<file path="src/rtl/vga_timing_pkg.sv">
// Frame timing constants shared with the sync generator, plus the sequencer state type.
package vga_timing_pkg;

  localparam int H_DISPLAY = 640;
  localparam int H_MAX     = 799;
  localparam int V_DISPLAY = 480;
  localparam int V_MAX     = 524;

  typedef enum logic [1:0] {
    IDLE = 2'd0,
    RUN  = 2'd1,
    GAP  = 2'd2
  } seq_state_t;

endpackage

</file>
<file path="src/rtl/vblank_event_detect.sv">
// Decodes the first and last cycles of vertical blanking from the beam position.
module vblank_event_detect #(
  parameter int V_DISPLAY = 480,
  parameter int V_MAX     = 524,
  parameter int H_MAX     = 799
) (
  input  logic [9:0] i_hpos,
  input  logic [9:0] i_vpos,
  output logic       o_vb_start,
  output logic       o_vb_end
);

  assign o_vb_start = (i_vpos == 10'(V_DISPLAY)) && (i_hpos == 10'd0);
  assign o_vb_end   = (i_vpos == 10'(V_MAX))     && (i_hpos == 10'(H_MAX));

endmodule

</file>
<file path="src/rtl/vblank_sequencer.sv">
// Runs the per-frame update stages one at a time during vertical blanking.
// Optional frame divider enabled with `define FRAME_DIV_EN.
module vblank_sequencer #(
  parameter int N_STAGES  = 4,
  parameter int V_DISPLAY = vga_timing_pkg::V_DISPLAY,
  parameter int V_MAX     = vga_timing_pkg::V_MAX,
  parameter int H_MAX     = vga_timing_pkg::H_MAX,
  parameter int CNT_W     = 16
) (
  input  logic                clk,
  input  logic                reset,
  input  logic [9:0]          hpos,
  input  logic [9:0]          vpos,
  input  logic                pause,
  input  logic [N_STAGES-1:0] stage_done,
  input  logic                clear_overrun,
`ifdef FRAME_DIV_EN
  input  logic [1:0]          frame_div,
`endif
  output logic [N_STAGES-1:0] stage_req,
  output logic                busy,
  output logic                frame_tick,
  output logic [CNT_W-1:0]    frame_cnt,
  output logic                overrun
);

  import vga_timing_pkg::*;

  localparam int IDX_W = $clog2(N_STAGES);
  localparam logic [IDX_W-1:0] LAST_IDX = IDX_W'(N_STAGES - 1);

  seq_state_t          r_state, w_state_next;
  logic [IDX_W-1:0]    r_idx, w_idx_next;
  logic [N_STAGES-1:0] r_req, w_req_next;
  logic                r_busy, w_busy_next;
  logic                r_tick, w_tick_next;
  logic [CNT_W-1:0]    r_cnt, w_cnt_next;
  logic                r_overrun, w_overrun_next;
  logic                w_vb_start, w_vb_end;
  logic                w_done_act;
  logic                w_start;
  logic [N_STAGES-1:0] w_onehot;
`ifdef FRAME_DIV_EN
  logic [1:0]          r_skip, w_skip_next;
`endif

  vblank_event_detect #(
    .V_DISPLAY (V_DISPLAY),
    .V_MAX     (V_MAX),
    .H_MAX     (H_MAX)
  ) u_event_detect (
    .i_hpos     (hpos),
    .i_vpos     (vpos),
    .o_vb_start (w_vb_start),
    .o_vb_end   (w_vb_end)
  );

  assign w_done_act = stage_done[r_idx];
  assign w_onehot   = {{(N_STAGES-1){1'b0}}, 1'b1} << r_idx;

  always_comb begin
    w_state_next   = r_state;
    w_idx_next     = r_idx;
    w_req_next     = '0;
    w_tick_next    = 1'b0;
    w_cnt_next     = r_cnt;
    w_overrun_next = r_overrun & ~clear_overrun;
    w_start        = 1'b0;
`ifdef FRAME_DIV_EN
    w_skip_next    = r_skip;
`endif

    case (r_state)
      IDLE: begin
        if (w_vb_start && !pause) begin
`ifdef FRAME_DIV_EN
          // A skip count left above a lowered divider restarts the count without a sequence.
          if (r_skip == frame_div) begin
            w_start     = 1'b1;
            w_skip_next = 2'd0;
          end else if (r_skip > frame_div) begin
            w_skip_next = 2'd0;
          end else begin
            w_skip_next = r_skip + 2'd1;
          end
`else
          w_start = 1'b1;
`endif
        end
        if (w_start) begin
          w_state_next = RUN;
          w_idx_next   = '0;
          w_req_next   = {{(N_STAGES-1){1'b0}}, 1'b1};
          w_tick_next  = 1'b1;
          w_cnt_next   = r_cnt + 1'b1;
        end
      end

      RUN: begin
        // Completion of the final stage beats an abort landing on the same cycle.
        if (w_done_act && (r_idx == LAST_IDX)) begin
          w_state_next = IDLE;
        end else if (w_vb_end) begin
          w_state_next   = IDLE;
          w_overrun_next = 1'b1;
        end else if (w_done_act) begin
          w_idx_next   = r_idx + 1'b1;
          w_state_next = GAP;
        end else begin
          w_req_next = w_onehot;
        end
      end

      GAP: begin
        if (w_vb_end) begin
          w_state_next   = IDLE;
          w_overrun_next = 1'b1;
        end else begin
          w_state_next = RUN;
          w_req_next   = w_onehot;
        end
      end

      default: begin
        w_state_next = IDLE;
      end
    endcase

    w_busy_next = (w_state_next != IDLE);
  end

  always_ff @(posedge clk or posedge reset) begin
    if (reset) begin
      r_state   <= IDLE;
      r_idx     <= '0;
      r_req     <= '0;
      r_busy    <= 1'b0;
      r_tick    <= 1'b0;
      r_cnt     <= '0;
      r_overrun <= 1'b0;
`ifdef FRAME_DIV_EN
      r_skip    <= 2'd0;
`endif
    end else begin
      r_state   <= w_state_next;
      r_idx     <= w_idx_next;
      r_req     <= w_req_next;
      r_busy    <= w_busy_next;
      r_tick    <= w_tick_next;
      r_cnt     <= w_cnt_next;
      r_overrun <= w_overrun_next;
`ifdef FRAME_DIV_EN
      r_skip    <= w_skip_next;
`endif
    end
  end

  assign stage_req  = r_req;
  assign busy       = r_busy;
  assign frame_tick = r_tick;
  assign frame_cnt  = r_cnt;
  assign overrun    = r_overrun;

endmodule

</file>
<file path="config.mk">
export PLATFORM = sky130hd
export DESIGN_NAME = vblank_sequencer
export DESIGN_NICKNAME = d
export VERILOG_FILES = /design/src/rtl/vga_timing_pkg.sv /design/src/rtl/vblank_event_detect.sv /design/src/rtl/vblank_sequencer.sv
export SDC_FILE = /design/constraint.sdc
export NUM_CORES = 1
export LEC_CHECK = 0
export CAP_MARGIN = 5
export CORE_MARGIN = 8
export CORE_UTILIZATION = 41
export CTS_CLUSTER_SIZE = 8
export DETAILED_ROUTE_END_ITERATION = 12
export PLACE_DENSITY = 0.76
export SYNTH_ARGS = -nofsm -noshare
export SYNTH_HDL_FRONTEND = slang
export SYNTH_SLANG_ARGS = --single-unit
</file>
<file path="constraint.sdc">
create_clock -name clk -period 1.62 [get_ports clk]
set_input_delay 0.162 -clock clk [delete_from_list [all_inputs] [get_ports clk]]
set_output_delay 0.162 -clock clk [all_outputs]
set_load 0.01 [all_outputs]
</file>
=== Yosys cells after proc, flatten, opt, wreduce, memory -nomap -nowiden ===
Index checks and enable logic that the tools add are counted.

* $add $sub $neg: 2
* $lt $le $gt $ge: 1
* Eq/ne operators: 10
* Shift operators: 1
* Mux-type cells: 26
* Bitwise logic cells: 2
* Reductions and logical operators: 11

{| class="wikitable"
|+ Operators by type and width
! operator !! count
|-
| $eq A10 B10 Y1 const B || 2
|-
| $add A16 B1 Y16 const B || 1
|-
| $mux W2 || 8
|-
| $mux W4 || 4
|-
| $pmux W4 S3 || 1
|-
| $eq A10 B9 Y1 const B || 1
|-
| $logic_not A10 Y1 || 1
|-
| $mux W1 || 9
|-
| $ne A2 B2 Y1 const B || 3
|-
| $pmux W2 S3 || 1
|-
| $reduce_and A5 Y1 || 1
|-
| $eq A2 B2 Y1 const B || 2
|-
| $logic_and A1 B1 Y1 || 4
|-
| $pmux W2 S2 || 1
|-
| $reduce_bool A2 Y1 || 2
|-
| $shl A1 B2 Y4 const A || 1
|-
| $lt A2 B3 Y1 const B || 1
|-
| $add A2 B1 Y2 const B || 1
|-
| $bmux W1 S2 || 1
|-
| $eq A2 B1 Y1 const B || 1
|-
| $logic_not A2 Y1 || 1
|-
| $ne A2 B1 Y1 const B || 1
|-
| $pmux W1 S2 || 1
|-
| $reduce_and A2 Y1 || 1
|-
| 3 further kinds || 3
|}

* Flip-flop bits (word level): 27
* Input port bits: 28
* Output and inout port bits: 23
* Word-level logic and storage cells: 60

=== Longest topological paths before layout ===
* Depth after elaboration: 8
* Depth in mapped cells: 7
* Depth with buffers taken out: 6

=== By module ===
A second synthesis with hierarchy kept.

* Cells, all modules: 135
* Area, all modules: 1457.6 um2

{| class="wikitable"
|+ Modules (own cells, without submodules)
! module !! instances !! cells each !! area an instance (um2)
|-
| vblank_sequencer || 1 || 121 || 1352.5
|-
| vblank_event_detect || 1 || 14 || 105.1
|}

=== Worst setup path before layout ===
OpenSTA, ideal clock, no wires.

* Path kind: register -> register
* Start: register r_idx[0]
* End: register r_req[1] (netlist: stage_req[1])
* Setup time: 0.066 ns
* Arrival time: 1.569 ns
* Data required time: 1.554 ns
* Slack: -0.015 ns
* Stages on the path, launching flop included: 6
* Path buffers: 0
* Period minus slack after synthesis: 1.635 ns
* Cell sequence: dfrtp_1 -> mux4_2 -> nor2b_1 -> a2bb2oi_1 -> nor2b_1 -> and2_1

* Word-level cells in the longest chain between the ends: 6
* Elaborated cells on any way between the ends: 10

{| class="wikitable"
|+ Ends and longest elaborated chain
! element !! line !! RTL
|-
| start: declaration || vblank_sequencer.sv:33 || <nowiki>logic [IDX_W-1:0] r_idx, w_idx_next;</nowiki>
|-
| start signal: assignment || vblank_sequencer.sv:146 || <nowiki>r_idx <= w_idx_next;</nowiki>
|-
| $bmux W1 S2 || vblank_sequencer.sv:58 || <nowiki>assign w_done_act = stage_done[r_idx];</nowiki>
|-
| $mux W1 (not written as such) || vblank_sequencer.sv:58 ||
|-
| $mux W4 || vblank_sequencer.sv:106 || <nowiki>end else if (w_done_act) begin</nowiki>
|-
| $mux W4 || vblank_sequencer.sv:103 || <nowiki>end else if (w_vb_end) begin</nowiki>
|-
| $mux W4 || vblank_sequencer.sv:101 || <nowiki>if (w_done_act && (r_idx == LAST_IDX)) begin</nowiki>
|-
| $pmux W4 S3 * || vblank_sequencer.sv:73 || <nowiki>case (r_state)</nowiki>
|-
| named net w_req_next[1] || vblank_sequencer.sv:34 || <nowiki>logic [N_STAGES-1:0] r_req, w_req_next;</nowiki>
|-
| end signal: assignment || vblank_sequencer.sv:147 || <nowiki>r_req <= w_req_next;</nowiki>
|-
| end: declaration || vblank_sequencer.sv:34 ||
|}

Mark *: on every way through the listed nets, which the timed path passes. The rest lies on a longest branch. The select of a mux whose other input is x is not followed.
A chain may end at the register's enable or synchronous reset.

=== Worst setup path after layout ===
* Start: input vpos[2]
* End: register r_idx[0]

* Word-level cells in the longest chain between the ends: 7
* Elaborated cells on any way between the ends: 10

{| class="wikitable"
|+ Ends and longest elaborated chain
! element !! line !! RTL
|-
| start: declaration || vblank_sequencer.sv:13 || <nowiki>input logic [9:0] vpos,</nowiki>
|-
| $eq A10 B9 Y1 || vblank_event_detect.sv:13 || <nowiki>assign o_vb_start = (i_vpos == 10'(V_DISPLAY)) && (i_hpos == 10'd0);</nowiki>
|-
| $logic_and A1 B1 Y1 || vblank_event_detect.sv:13 ||
|-
| $logic_and A1 B1 Y1 || vblank_sequencer.sv:75 || <nowiki>if (w_vb_start && !pause) begin</nowiki>
|-
| $mux W1 || vblank_sequencer.sv:75 ||
|-
| $mux W1 || vblank_sequencer.sv:73 ||
|-
| $ne A2 B1 Y1 (no line) || n/a ||
|-
| $reduce_and A5 Y1 (no line) * || n/a ||
|}

Every way passes the cells marked *; elsewhere a longest branch is shown, timed or not. The select of a mux whose other input is x is not followed.

==> metrics.txt <==
final hold vios=0; Power per Cell Area=793 mW/mm^2; VDD IR max=0.680 mV; Adder-Cell Fraction of Synth Area=0.0751; worst-path cell chain=clkdlybuf4s50_1 > and4bb_2 > nand4b_4 > buf_4 > o21ai_0 > buf_4 > buf_4 > and3_4 > a21o_1; CP max stage cell=clkdlybuf4s50_1; final setup fails=15; Ys Warns=0; CTS tree=yes; synth-to-layout area growth=59.9%; I/O Buffers=50; initial antenna violation count=0; Antenna Nets Post-Route=0; Avg WL per Cell=16.1 um; # placed instances=253; XOR/XNOR Fraction of Synth Area=0.0876; design area=0.00240 mm^2; count leader, synth=dfrtp_1; Routed Wire Length=4.22 mm; Std-Cell Rows=22; Req. time, crit path=1.89 ns; gp weighted congestion=0.822; CTS Buf Count=3; Placement Cell Area=~0.0022 mm^2; Die Y=76.5 um; RSZ-0062 raised after global routing=true; hold_buf cts=0; Cell variety after synth=36; # DRC=0; CP max FO=3; top post-synthesis cells by area=dfrtp_1, ha_1, xnor2_1; Tcrit/Tclk final=1.07; Setup crit end kind=flip-flop; post-synthesis net count=around 180; Setup CP Type=in -> reg; Layout Nets=253; DRT Pass-1 Iters=4; initial core utilization=0.419; slew margin rel.=0.741; global-route wire length before repair=about 7 mm; Pins Over Slew Limit=0; Clock Sinks=27; Tmin final=1.73 ns; clock-pin slew on the worst setup and hold paths=0.15 ns; Avg Vias per Cell=between 5 and 6; startpoint types=input pin; GRT Total Usage=0.139; area of the mapped netlist=0.00150 mm^2; Final Worst Setup Slack=-0.107 ns; Most used DFF post-synth=dfrtp_1; Detailed Route Iter0 Violations=89; status=complete, but fails checks; async set-reset flop share out of synthesis=1.00; dpl hpwl=3.22 mm; Simple-Gate Fraction of Synth Area=0.274; Synth Instances=~140; CTS Buffer Depth=2; Ant. Diodes=0; fmax=579 MHz; Hold WC Path Type=in -> async; Post-synth top cells=dfrtp_1, ha_1, inv_1, xnor2_1, nor2_1; share of layout cells above drive strength 1=0.288; Post-synth EDFFs=0; CP delay by family, top=buffers and inverters; Clock Tree Root=clkbuf_4; FF+latch count, synth=27; largest net degree at the start of global routing=28; Vias=1361; Critical Path Max Stage Delay=0.44 ns; io pins=51; H-tree Lvls=1; mux share of post-synthesis cell area=0.0225; clk_skew=about 0.012 ns; main combinational cell family by area after synthesis=simple AND/OR/NAND/NOR gates; Worst-Skew Late Latency=0.33 ns; failing checks=setup timing; vias in the first global route=1449; Yosys top cell area share=0.450; CP bufs+invs=4; CP arrival=2.00 ns; Mean Syn Cell Area=about 11 um^2; DIE WIDTH=~76 um; reg2reg setup slack=-0.05 ns; Core ar.=0.00358 mm^2; Max-Cap Viols=0; most used cell, CP=buf_4; measured slew at the worst slew-check pin=approximately 0.39 ns; Compound-Gate Fraction of Synth Area=0.0575; P_leak=1.14 nW; worst slack at placement=-0.477 ns; Final Non-Filler Cells=approximately 260; post-synthesis sequential area ratio=0.450; total grt overflow=0; post-synthesis cell type with the largest combined area=dfrtp_1; die area=0.00585 mm^2
==> power by group <==
part	switching [W]	leakage (nW)	internal [W]
Combinational	0.000371	0.765	0.000468
Clock	0.000199	0.0139	0.0000945
Sequential	0.0000357	0.365	0.000734
Total	0.000606	1.14	0.00130
==> metrics by stage <==
step           power, W  hold WS, ns  TNS, ns   util
4_1_cts         0.00186        0.181   -0.331  0.638
3_3_place_gp    0.00145        0.467    -6.13  0.613
6_report        0.00190        0.184   -0.764  0.670
5_1_grt         0.00204        0.206    -2.52  0.670
2_1_floorplan   0.00113        0.215  -0.0269      -
3_5_place_dp    0.00148        0.464    -7.17  0.613
==> cell type report <==
cell class | instances | area (um^2)
inverters | 9 | 33.8
clock buffers | 3 | 22.5
multi-input cells | 100 | 891
repair buffers | 75 | 707
well taps | 48 | 60.1
fillers | 265 | 1180
clock inverters | 1 | 7.51
flip-flops and latches | 27 | 677
==> timing repair <==
item	in CTS	in global routing
gates resized for setup	14	20
pin swaps	9	17
setup buffers	2	4
setup endpoints to repair	12	20
==> path summary, 6_finish.rpt <==
kind	startpoint	depth (start not counted)	endpoint
worst max-delay path	vpos[2]	9	r_idx[0]
max in group asynchronous	reset	3	frame_cnt[2]
worst min-delay path	reset	3	frame_cnt[4]
worst min register to register	frame_cnt[15]	1	frame_cnt[15]
worst max register to register	r_idx[0]	5	stage_req[1]
min in group clk	vpos[0]	6	frame_cnt[2]
==> flip-flops by register name (all words and copies together), names as in the netlist <==
register	flops
overrun	1
busy	1
stage_req	4
frame_tick	1
r_idx	2
frame_cnt	16
r_state	2
==> cell families after synthesis <==
family | count (synthesis)
AO/OA/AOI/OAI | 13
XOR/XNOR | 15
adder cells (fa/ha/maj) | 9
buffers and inverters | 11
flip-flops | 27
multiplexers | 2
AND/OR/NAND/NOR | 61
==> metal layers <==
layer,track usage,vias up,wire length (um)
met5,0,-,0
met4,0.0327,0,52
met3,0.0389,6,202
met2,0.271,40,2390
met1,0.141,672,1580
li1,-,643,-
==> worst register-to-register path, delay by kind of cell, from the launching register on <==
| kind | cells | cell delay, ns |
|---|---|---|
| flip-flops | 1 | 0.40 |
| AO/OA/AOI/OAI | 1 | 0.18 |
| AND/OR/NAND/NOR | 3 | 0.49 |
| multiplexers | 1 | 0.57 |
==> cell usage in the layout (no fill, tap or decap), types with 3 or more instances in the layout <==
cell type	instances
a21oi_1	4
and2_1	3
and4_1	3
buf_4	23
clkbuf_4	3
clkdlybuf4s50_1	46
dfrtp_1	26
ha_1	6
inv_1	7
nand2_1	5
nand3_1	6
nand4_1	7
nor2_1	6
nor3_2	3
nor3_4	3
xnor2_1	9
xor2_1	6
Note: power is estimated with default switching activity, not from simulation.
